### src/rtl/reg_word_assembler.sv
// reg_word_assembler
//
// Turns the per-byte register strobes from the bus interface into 16-bit
// register transactions. Even (high) byte writes are latched; the odd (low)
// byte write completes the word and queues it in a small write FIFO toward
// the register/VRAM arbiter. An even byte read issues one 16-bit fetch. The
// returned word is held so that both bytes can be presented on the host bus.
//
// Parameters:
//   WR_FIFO_DEPTH  queued 16-bit writes (power of 2, 2..8)
//
// Ports:
//   clk, reset_i                      clock, synchronous active-high reset
//   write_strobe_i, read_strobe_i     one-cycle byte access pulses
//   reg_num_i, bytesel_i, bytedata_i  register, byte lane (1 = odd/low), data
//   wr_valid_o/wr_reg_o/wr_data_o     write FIFO head toward the arbiter
//   wr_ready_i                        arbiter pops the head
//   rd_req_o/rd_reg_o                 16-bit fetch request
//   rd_ack_i/rd_data_i                fetch completion and returned word
//   bus_data_o                        byte driven onto the host data bus
//   overrun_o/overrun_clr_i           sticky error flag and its clear
//
// Build option:
//   REG_HI_LATCH_PER_REG_EN  when defined, each of the 16 registers has its
//                            own high-byte latch instead of one shared latch.

module reg_word_assembler #(
    parameter int WR_FIFO_DEPTH = 2
) (
    input  logic        clk,
    input  logic        reset_i,
    input  logic        write_strobe_i,
    input  logic        read_strobe_i,
    input  logic [3:0]  reg_num_i,
    input  logic        bytesel_i,
    input  logic [7:0]  bytedata_i,
    output logic        wr_valid_o,
    output logic [3:0]  wr_reg_o,
    output logic [15:0] wr_data_o,
    input  logic        wr_ready_i,
    output logic        rd_req_o,
    output logic [3:0]  rd_reg_o,
    input  logic        rd_ack_i,
    input  logic [15:0] rd_data_i,
    output logic [7:0]  bus_data_o,
    output logic        overrun_o,
    input  logic        overrun_clr_i
);

    localparam int PTR_W = (WR_FIFO_DEPTH > 1) ? $clog2(WR_FIFO_DEPTH) : 1;
    localparam int CNT_W = $clog2(WR_FIFO_DEPTH) + 1;

    typedef enum logic {
        RD_IDLE,
        RD_REQ
    } rd_state_t;

    rd_state_t        state, next_state;

    logic [3:0]       fifo_reg  [WR_FIFO_DEPTH];
    logic [15:0]      fifo_data [WR_FIFO_DEPTH];
    logic [PTR_W-1:0] wr_ptr, rd_ptr;
    logic [CNT_W-1:0] count;

    logic             push_req, push, pop, full, drop;
    logic             even_wr, even_rd, rd_issue;
    logic [7:0]       hi_sel;
    logic [15:0]      rd_word;
    logic             last_sel;

    assign even_wr  = write_strobe_i & ~bytesel_i;
    assign even_rd  = read_strobe_i & ~bytesel_i;
    assign push_req = write_strobe_i & bytesel_i;
    assign full     = (count == CNT_W'(WR_FIFO_DEPTH));
    assign pop      = wr_valid_o & wr_ready_i;
    // A pop in the same cycle frees the slot, so a full FIFO still accepts.
    assign push     = push_req & (~full | pop);
    assign drop     = push_req & full & ~pop;

`ifdef REG_HI_LATCH_PER_REG_EN
    logic [7:0] hi_latch [16];

    assign hi_sel = hi_latch[reg_num_i];

    // Per-register high-byte latches, loaded by even byte writes.
    always_ff @(posedge clk) begin
        if (reset_i) begin
            for (int i = 0; i < 16; i++) hi_latch[i] <= 8'h00;
        end else if (even_wr) begin
            hi_latch[reg_num_i] <= bytedata_i;
        end
    end
`else
    logic [7:0] hi_latch;

    assign hi_sel = hi_latch;

    // Shared high-byte latch; kept after an odd write so it can be reused.
    always_ff @(posedge clk) begin
        if (reset_i) begin
            hi_latch <= 8'h00;
        end else if (even_wr) begin
            hi_latch <= bytedata_i;
        end
    end
`endif

    // Write FIFO. Storage is cleared on reset so the head outputs read 0.
    always_ff @(posedge clk) begin
        if (reset_i) begin
            wr_ptr <= '0;
            rd_ptr <= '0;
            count  <= '0;
            for (int i = 0; i < WR_FIFO_DEPTH; i++) begin
                fifo_reg[i]  <= 4'h0;
                fifo_data[i] <= 16'h0000;
            end
        end else begin
            if (push) begin
                fifo_reg[wr_ptr]  <= reg_num_i;
                fifo_data[wr_ptr] <= {hi_sel, bytedata_i};
                wr_ptr            <= wr_ptr + PTR_W'(1);
            end
            if (pop) begin
                rd_ptr <= rd_ptr + PTR_W'(1);
            end
            case ({push, pop})
                2'b10:   count <= count + CNT_W'(1);
                2'b01:   count <= count - CNT_W'(1);
                default: count <= count;
            endcase
        end
    end

    assign wr_valid_o = (count != '0);
    assign wr_reg_o   = fifo_reg[rd_ptr];
    assign wr_data_o  = fifo_data[rd_ptr];

    // Read FSM state register.
    always_ff @(posedge clk) begin
        if (reset_i) begin
            state <= RD_IDLE;
        end else begin
            state <= next_state;
        end
    end

    // The request is held back while writes are queued or being pushed so
    // that a read always observes every earlier write. An ack only counts
    // once the request is actually visible to the arbiter.
    always_comb begin
        next_state = state;
        rd_issue   = 1'b0;
        case (state)
            RD_IDLE: begin
                if (even_rd) next_state = RD_REQ;
            end
            RD_REQ: begin
                rd_issue = (count == '0) & ~push;
                if (rd_issue && rd_ack_i) next_state = RD_IDLE;
            end
            default: next_state = RD_IDLE;
        endcase
    end

    assign rd_req_o = rd_issue;

    // Read register capture, returned word, and the host bus byte.
    always_ff @(posedge clk) begin
        if (reset_i) begin
            rd_reg_o   <= 4'h0;
            rd_word    <= 16'h0000;
            last_sel   <= 1'b0;
            bus_data_o <= 8'h00;
        end else begin
            if (state == RD_IDLE && even_rd) begin
                rd_reg_o <= reg_num_i;
            end
            if (rd_issue && rd_ack_i) begin
                rd_word <= rd_data_i;
            end
            if (read_strobe_i) begin
                last_sel <= bytesel_i;
            end
            bus_data_o <= last_sel ? rd_word[7:0] : rd_word[15:8];
        end
    end

    // Sticky overrun: a new error in the clear cycle keeps the flag set.
    always_ff @(posedge clk) begin
        if (reset_i) begin
            overrun_o <= 1'b0;
        end else if (drop || (even_rd && state == RD_REQ)) begin
            overrun_o <= 1'b1;
        end else if (overrun_clr_i) begin
            overrun_o <= 1'b0;
        end
    end

endmodule

### config.mk
export PLATFORM = sky130hd
export DESIGN_NAME = reg_word_assembler
export DESIGN_NICKNAME = d
export VERILOG_FILES = /design/src/rtl/reg_word_assembler.sv
export SDC_FILE = /design/constraint.sdc
export NUM_CORES = 1
export LEC_CHECK = 0
export BUFFER_PORTS_ARGS = -buffer_cell sky130_fd_sc_hd__buf_2
export CAP_MARGIN = 40
export CORE_ASPECT_RATIO = 1.2
export CORE_MARGIN = 5
export CORE_UTILIZATION = 49
export DETAILED_ROUTE_END_ITERATION = 12
export PLACE_DENSITY = 0.8
export SLEW_MARGIN = 25
export SYNTH_ARGS = -nofsm -noshare
export SYNTH_HDL_FRONTEND = slang
export SYNTH_SLANG_ARGS = --single-unit
### constraint.sdc
create_clock -name clk -period 2.1 [get_ports clk]
set_clock_uncertainty 0.05 [all_clocks]
set_input_delay 0.42 -clock clk [delete_from_list [all_inputs] [get_ports clk]]
set_output_delay 0.42 -clock clk [all_outputs]
set_load 0.02 [all_outputs]
==> summary.txt <==
Outcome
  • Status: finished, final reports clean

Global route
  • Initial antenna violation count: 0
  • GR Util met3: 0.03962
  • Gr busiest metal: met2
  • GRT Total Usage: 0.1514
  • Met1 Use GR: 0.1780
  • First-pass GRT wire length: 10540 microns
  • Vias in the first global route: 2212
  • Gr ovfl total: 0
  • Met2 Resource Use GR: 0.2651
  • Largest net degree at the start of global routing: 63

Run
  • Max cap viols: 0

Clock tree
  • Post-CTS sizing: 0
  • CTS tree: yes
  • Hold_buf cts: 0
  • Clock slew at reported path FFs: 90 ps
  • Clock sinks: 84
  • # Post-CTS Setup Buffers: 0
  • Cts bufs inserted: 9
  • Clk buf depth: 2
  • H-Tree Depth: 3
  • Clk_lat worst skew: 350 ps
  • Clock root cell: clkbuf_8

STA
  • Period utilisation layout: 0.9264
  • Setup TNS: 0 ps
  • Minimum clock period: 1946 ps
  • Max Slew Vio Count: 0
  • Tightest Pin Transition: 538.6 ps
  • Maximum achievable frequency: 514.0 MHz
  • RSZ-0062 raised after global routing: false
  • Worst slew margin: 0.6390
  • Final setup fails: 0
  • Final hold violations: 0

Finish
  • Multi-input combinational cell area: 1373 sq um
  • Area growth syn-to-layout: 18.82%
  • Biggest register: fifo_data
  • ANT cells: 0
  • Top Registers: fifo_data x32, rd_word x16
  • FF+latch area: 2082 sq um
  • Finished Cell Area: 4218 sq um
  • # fillers: 621
  • Fraction of layout cells with a size suffix above 1: 0.3435
  • Max FFs per register: 32
  • Final Net Count: 393

Synth
  • Post-synthesis sequential area ratio: 0.5865
  • Mean Syn Cell Area: 12.45 sq um
  • Post-synthesis mux area share: 0.1678
  • Post-Synth Adder-Cell Area: 0.003525
  • Post-Synth Simple-Gate Area: 0.1914
  • Synthesis-stage register bit count: 84
  • Main combinational cell family by area after synthesis: simple AND/OR/NAND/NOR gates
  • Post-synth ARST share: 0
  • Synth warnings: 0
  • Post-synth EDFFs: 40
  • Post-Synth XOR/XNOR Area: 0.007402
  • Post-synth top flop: dfxtp_1
  • Synth cell types: 32
  • Post-synthesis net count: 322
  • Mapped Area: 3550 sq um
  • Cells after synthesis: 285
  • Post-synthesis compound-gate area fraction: 0.01410

Min path
  • WHS Path Cells: 3
  • Min-Delay Endpoint: rd_word[4]
  • Hold Startpoint: rd_data_i[4]
  • Worst min path class: in2reg

Power
  • Sequential Power Share: 0.478
  • Leak: 1.748 nW
  • Logic pwr share: 0.192
  • Cell Pwr Density: 936.9 nW/um^2
  • Max VDD drop: 0.5526 mV
  • Power Internal: 2.852 mW
  • NetSw: 1.100 mW
  • Sw frac: 0.2784
  • Clock network fraction of total power: 0.331

Floorplan
  • DIE AREA: 9053 sq um
  • Starting Density: 0.4967
  • Die Height: 103.2 microns
  • Die width: 87.70 microns
  • Num rows: 34
  • I/O pins: 71
  • Core area: 7147 sq um

Setup path
  • Crit path buffers/inverters: 2
  • WS Path Type: reg2out
  • RR Startpoint: count[0]
  • Critical path's slowest cell: mux2_2
  • Max stage delay on crit path: 380 ps
  • Worst path depth: 3
  • Worst-path cell chain: buf_4, mux2_2, buf_2
  • Startpoint class of the critical path: flop
  • Crit path max-delay family: buffers and inverters
  • Crit Reg-Reg Endpoint: count[1]
  • R2r setup slk: 330 ps
  • CP Data Arrival Time: 1480 ps
  • Worst EP required: 1630 ps
  • Crit. End Element: primary output
  • Reg2reg path depth: 6
  • CP Max Fanout: 20

Detailed routing
  • Drc violations: 0
  • Initial DRC Count: 88
  • Drt pass-1 iters: 5
  • DR vias: 2207
  • Final ANT Viol Nets: 0
  • Routed len/inst: 13.96 microns
  • Via-per-instance ratio: 4.894
  • Post-Route WL: 6297 microns

Place
  • Cell Area, Placed: 3990 sq um
  • Hpwl dp: 4316 microns
  • Port Buffers: 70
  • RD Place Congestion: 0.6656
## cell usage after synthesis, types with 2 or more instances
| cell | count | area share |
|---|---|---|
| dfxtp_1 | 44 | 0.25 |
| and2_1 | 40 | 0.070 |
| edfxtp_1 | 40 | 0.34 |
| mux2i_1 | 37 | 0.10 |
| nand2b_1 | 33 | 0.058 |
| nor2_1 | 27 | 0.029 |
| mux2_2 | 20 | 0.063 |
| clkbuf_1 | 8 | 0.0085 |
| buf_2 | 5 | 0.0070 |
| a21oi_1 | 3 | 0.0042 |
| and2b_2 | 2 | 0.0049 |
| clkbuf_2 | 2 | 0.0028 |
| inv_1 | 2 | 0.0021 |
| nor3b_2 | 2 | 0.0070 |
| o21bai_1 | 2 | 0.0042 |
| xnor2_1 | 2 | 0.0049 |
## per-stage QoR
step | hold slack, ps | std cells | setup slack, ps | util | total power [mW]
6_report | 276.5 | 451 | 154.5 | 0.5902 | 3.952
2_1_floorplan | 398.0 | 285 | 307.2 | - | 2.464
5_1_grt | 256.8 | 451 | 72.24 | 0.5902 | 4.148
3_5_place_dp | 415.4 | 435 | 212.8 | 0.5583 | 2.694
4_1_cts | 261.0 | 451 | 121.3 | 0.5902 | 3.998
3_3_place_gp | 408.8 | 434 | 232.9 | 0.5572 | 2.675
## area by class of cell
class | count | share of cell area
flip-flops and latches | 84 | 0.4936
multi-input cells | 182 | 0.3254
repair buffers | 77 | 0.09849
clock buffers | 9 | 0.02937
well taps | 90 | 0.02670
clock inverters | 7 | 0.02462
inverters | 2 | 0.001780
## power groups by stage
stage                     registers [mW]  clock network, mW  logic [mW]
after floorplan                     1.92                  0       0.546
after global placement              1.92                  0       0.756
after detailed placement            1.93                  0       0.769
after CTS                           1.89               1.34       0.775
after global routing                1.90               1.42       0.831
final                               1.89               1.31       0.758
## worst max-delay path by stage
stage | start | end
global route | flop | wr_data_o[11]
global placement | bytesel_i | fifo_data[1][14]
finish | flop | wr_reg_o[0]
floorplan | reset_i | fifo_data[1][0]
detailed placement | bytesel_i | count[1]
CTS | flop | wr_reg_o[0]
## logic make-up (layout without fill, tap and decap cells)
kind of cell               Yosys count  in the layout
and+or+nand+nor                    113            113
AOI/OAI and AO/OA                    8              8
muxes                               57             57
DFF                                 84             84
buffers and inverters               19             95
adders and majority gates            1              1
xor gates and xnor gates             3              3
## per-layer routing
layer	share of wire	wire, microns
met1	0.42	2633
met2	0.50	3179
met3	0.063	399
met4	0.013	85
met5	0	0
## worst min-delay path, delay by kind of cell
| kind | cells | cell delay [ps] |
|---|---|---|
| buffers and inverters | 1 | 100 |
| multiplexers | 1 | 60 |
| AND/OR/NAND/NOR | 1 | 50 |
## cells in the final DEF, fill, tap and decap left out
cell	n
clkbuf_8	9
dfxtp_1	44
and3_2	1
buf_12	1
o21ai_0	1
inv_6	4
o21a_1	1
a21oi_1	3
edfxtp_1	40
o21bai_2	1
a21o_1	1
and2b_2	2
bufinv_16	2
inv_1	2
xnor2_1	2
and4_4	1
clkinv_4	1
o21bai_1	1
nor2_1	27
buf_2	70
buf_4	6
nor3b_2	2
nand3_1	1
nand2b_1	33
nand2_2	1
ha_1	1
nor2b_1	1
mux2i_1	37
mux2_2	20
or3_1	1
xor2_1	1
and2_1	40
nor4_4	1
nor3_2	2
Note: power is estimated with default switching activity, not from simulation.
